===== config.mk =====
export PLATFORM = sky130hd
export DESIGN_NAME = exc_arbiter
export DESIGN_NICKNAME = d
export VERILOG_FILES = /design/src/rtl/exc_arbiter.sv
export SDC_FILE = /design/constraint.sdc
export NUM_CORES = 1
export LEC_CHECK = 0
export ABC_CLOCK_PERIOD_IN_PS = 4900
export BUFFER_PORTS_ARGS = -buffer_cell sky130_fd_sc_hd__buf_2
export CORE_MARGIN = 5
export CORE_UTILIZATION = 46
export DETAILED_ROUTE_END_ITERATION = 12
export GPL_TIMING_DRIVEN = 0
export HOLD_SLACK_MARGIN = 0.15
export PLACE_DENSITY = 0.82
export SLEW_MARGIN = 20
export SYNTH_ARGS = -nofsm -noshare
export SYNTH_HDL_FRONTEND = slang
export SYNTH_SLANG_ARGS = --single-unit
export TNS_END_PERCENT = 1

===== constraint.sdc =====
create_clock -name clk -period 4.9 [get_ports clk]
set_clock_uncertainty 0.05 [all_clocks]
set_input_delay 0.735 -clock clk [delete_from_list [all_inputs] [get_ports clk]]
set_output_delay 0.735 -clock clk [all_outputs]
set_load 0.02 [all_outputs]

===== src/rtl/exc_arbiter.sv =====
// Exception/ERET arbiter at WB: prioritises sources, commits to CP0, then redirects fetch.
// Optional exc_count output is enabled by defining EXC_ARBITER_CNT_EN.
module exc_arbiter #(
  parameter logic [31:0] EXC_ENTER_ADDR = 32'hbfc00380
) (
  input  logic        clk,
  input  logic        reset,
  input  logic        wb_valid,
  input  logic [7:0]  exc_req,
  input  logic        eret,
  input  logic [31:0] epc,
  input  logic        inst_addr_ok,
  output logic        cancel,
  output logic        cp0_exc_we,
  output logic        cp0_eret_we,
  output logic [4:0]  exc_code,
  output logic        exc_valid,
  output logic [31:0] exc_pc,
`ifdef EXC_ARBITER_CNT_EN
  output logic [31:0] exc_count,
`endif
  output logic        busy
);

  typedef enum logic [1:0] {IDLE, COMMIT, REDIRECT} state_t;

  state_t      state, state_nxt;
  logic        accept;
  logic        is_eret;
  logic [4:0]  code_sel;

  assign accept = (state == IDLE) && wb_valid && ((|exc_req) || eret);

  // Fixed priority: lowest exc_req index wins, eret only when no exception is pending.
  always_comb begin
    code_sel = 5'd0;
    if      (exc_req[0]) code_sel = 5'd0;
    else if (exc_req[1]) code_sel = 5'd4;
    else if (exc_req[2]) code_sel = 5'd10;
    else if (exc_req[3]) code_sel = 5'd12;
    else if (exc_req[4]) code_sel = 5'd8;
    else if (exc_req[5]) code_sel = 5'd9;
    else if (exc_req[6]) code_sel = 5'd4;
    else if (exc_req[7]) code_sel = 5'd5;
  end

  always_ff @(posedge clk or posedge reset) begin
    if (reset) state <= IDLE;
    else       state <= state_nxt;
  end

  always_comb begin
    state_nxt = state;
    case (state)
      IDLE:     if (accept) state_nxt = COMMIT;
      COMMIT:   state_nxt = REDIRECT;
      REDIRECT: if (inst_addr_ok) state_nxt = IDLE;
      default:  state_nxt = IDLE;
    endcase
  end

  always_comb begin
    cancel      = (state == COMMIT);
    cp0_exc_we  = (state == COMMIT) && !is_eret;
    cp0_eret_we = (state == COMMIT) &&  is_eret;
    exc_valid   = (state == REDIRECT);
    busy        = (state != IDLE);
  end

  always_ff @(posedge clk or posedge reset) begin
    if (reset) begin
      exc_code <= 5'd0;
      exc_pc   <= 32'd0;
      is_eret  <= 1'b0;
    end else if (accept) begin
      exc_code <= code_sel;
      is_eret  <= ~(|exc_req);
      exc_pc   <= (|exc_req) ? EXC_ENTER_ADDR : epc;
    end
  end

`ifdef EXC_ARBITER_CNT_EN
  always_ff @(posedge clk or posedge reset) begin
    if (reset)                               exc_count <= 32'd0;
    else if (cp0_exc_we && exc_count != '1)  exc_count <= exc_count + 32'd1;
  end
`endif

endmodule

==> flow_metrics.tcl <==
set metrics [dict create \
    layout_commonest_cell "buf_2" \
    clk_root_buffer_cell "clkbuf_4" \
    clkLatencyLatePin_ns 0.33 \
    synth.mux.area_fraction_pct 2.18 \
    synth_fa_ha_area_share_pct 0 \
    coreArea_um2 3310 \
    placed_area_um2 2060 \
    cts_setup_buffers 0 \
    antenna_found_initial 0 \
    synth-compound-area-share_pct 22.5 \
    ys_ff_latch 39 \
    grt_pass1_wl_mm 5.60 \
    ir_drop_v 0.000294 \
    synth_ff_type "dfrtp_1" \
    cellPowerDensity_nw_per_um2 340 \
    ios 87 \
    dieArea_um2 4630 \
    cts_resized 0 \
    grt_pass1_vias 1228 \
    dpl.hpwl_mm 2.90 \
    synth_cells 115 \
    antenna_left 0 \
    drive_gt1_share_pct 50.7 \
    row_count 21 \
    max_cap_viol_count 0 \
    status "completed" \
    overflow 0 \
    grt_max_degree 24 \
    cts.sinks 39 \
    diodes 0 \
    leakagePower_nw 1.11 \
    initialDrtViolationCount 31 \
    stdcell_area_um2 2140 \
    dr.pass1.iters 4 \
    synth_edf_count 0 \
    critPathKind "in2reg" \
    hold_viol 0 \
    max_freq_mhz 480 \
    die_x_um 68.0 \
    yosys_warnings 0 \
    gp_congestion 0.722 \
    rr_worst_depth 4 \
    comb_power_share_pct 22.8 \
    htree_levels 2 \
    power_frac_seq_pct 48.1 \
    power.internal_w 0.000510 \
    cts_tree "yes" \
    area_growth_pct 38.2 \
    vias 1271 \
    final_util_pct 64.7 \
    final_cell_mix "87 x buf_2, 39 x dfrtp_1, 20 x a22o_1" \
    post-route-period-util_pct 42.5 \
    yosysUniqueCellTypes 31 \
    swShare_pct 29.9 \
    seq_area_frac_synth_pct 63.0 \
    period_needed_ns 2.08 \
    tns_ns 0 \
    dieHeight_um 68.0 \
    wl_mm 3.60 \
    slew_headroom_pct 62.2 \
    crit_fanout 10 \
    nNetsFinal 253 \
    io_buffer_count 85 \
    syn_nets 160 \
    yosys.area_share.xor_xnor_pct 0 \
    drc 0 \
    ys_async_sr_fraction_pct 100 \
    startpoint_type "input pin" \
    hold_path.class "in2async" \
    finalMaxSlewViolations 0 \
    num-fill-cells 291 \
    cts_buffer_depth 2 \
    rsz0062_at_grt "false" \
    yosys.area_share.simple_pct 7.84 \
    wl_per_cell_um 14.1 \
    cts_buffers 5 \
    power_switching_w 0.000218 \
    synth_top_family_by_area "compound AO/OA/AOI/OAI gates" \
    grt_usage_pct 16.3 \
    vias_per_cell 4.98 \
    tightest_slew_ns 0.566 \
    synth_area_um2 1550 \
    clk_pin_slew_worst_paths_ns 0.12 \
    setup_violations 0 \
    power_frac_clock_pct 29.1 \
    initial_core_util_pct 46.8 \
    cts_hold_buf 0 \
    synth_area_per_cell_um2 13.5 \
    required_ns 5.08 \
    hold_ws_ns 0.309 \
    critical_path_arrival_ns 2.27 \
    crit_path_end_kind "flop" \
]
-- worst max-delay path: stages --
cell	delay [ns]
buf_2	0.13
or4_4	0.56
o31ai_4	0.33
inv_2	0.14
buf_6	0.17
o22a_1	0.19
-- metrics by stage --
| step | instances | total power (W) | setup slack [ns] |
|---|---|---|---|
| 2_1_floorplan | 115 | 0.000459 | 2.73 |
| 3_3_place_gp | 246 | 0.000520 | 2.46 |
| 3_5_place_dp | 247 | 0.000525 | 2.45 |
| 4_1_cts | 255 | 0.000741 | 2.82 |
| 5_1_grt | 255 | 0.000773 | 2.74 |
| 6_report | 255 | 0.000728 | 2.82 |
-- registers in the layout, summed over array words and instances (netlist names) --
name,count
state,2
exc_code,4
is_eret,1
exc_pc,32
-- kinds of logic after synthesis --
kind of cell / count (synthesis)
AOI/OAI and AO/OA: 39
DFF: 39
and+or+nand+nor: 19
buffers and inverters: 14
muxes: 3
other: 1
-- cells in the mapped netlist (all sizes together), types with 2 or more instances --
| cell | count | area, um^2 |
|---|---|---|
| dfrtp | 39 | 976 |
| a22o | 20 | 175 |
| o22a | 12 | 105 |
| inv | 7 | 26.3 |
| buf | 4 | 28.8 |
| clkbuf | 3 | 11.3 |
| mux2 | 3 | 33.8 |
| nand2b | 3 | 18.8 |
| nor4 | 3 | 18.8 |
| nor2 | 2 | 7.51 |
| nor3 | 2 | 10.0 |
| or2 | 2 | 12.5 |
| or4 | 2 | 18.8 |
-- power by group through the flow --
stage	clock network, W	registers, W	logic, W
detailed placement	0	0.000356	0.000169
floorplan	0	0.000369	0.0000903
global route	0.000239	0.000353	0.000181
finish	0.000212	0.000350	0.000166
global placement	0	0.000356	0.000164
CTS	0.000221	0.000350	0.000169
-- cell type report --
| cell class | count | area [um^2] | area share (%) |
|---|---|---|---|
| clock buffer | 5 | 37.5 | 1.75 |
| tap | 46 | 57.6 | 2.69 |
| sequential | 39 | 976 | 45.6 |
| clock inverter | 3 | 43.8 | 2.05 |
| multi-input combinational | 62 | 507 | 23.7 |
| buffer | 7 | 40.0 | 1.87 |
| timing repair buffer | 86 | 453 | 21.2 |
| inverter | 7 | 26.3 | 1.23 |
-- metal layers --
layer  part of all wire, %  vias up  global-route usage [%]
li1                      -      623                       -
met1                    40      590                    19.5
met2                    49       54                    26.1
met3                    10        4                    7.22
met4                  0.64        0                    5.71
met5                     0        -                       0
-- final timing paths --
path	startpoint	to	slack (ns)
min in group clk	exc_code[3]	exc_code[3]	0.44
max in group asynchronous	reset	exc_pc[13]	4.06
worst min register to register	exc_code[3]	exc_code[3]	0.44
worst max-delay path	exc_req[0]	exc_pc[29]	2.82
worst min-delay path	reset	exc_pc[7]	0.31
worst max register to register	state[0]	exc_pc[3]	2.95
(Power assumes the default switching activity.)
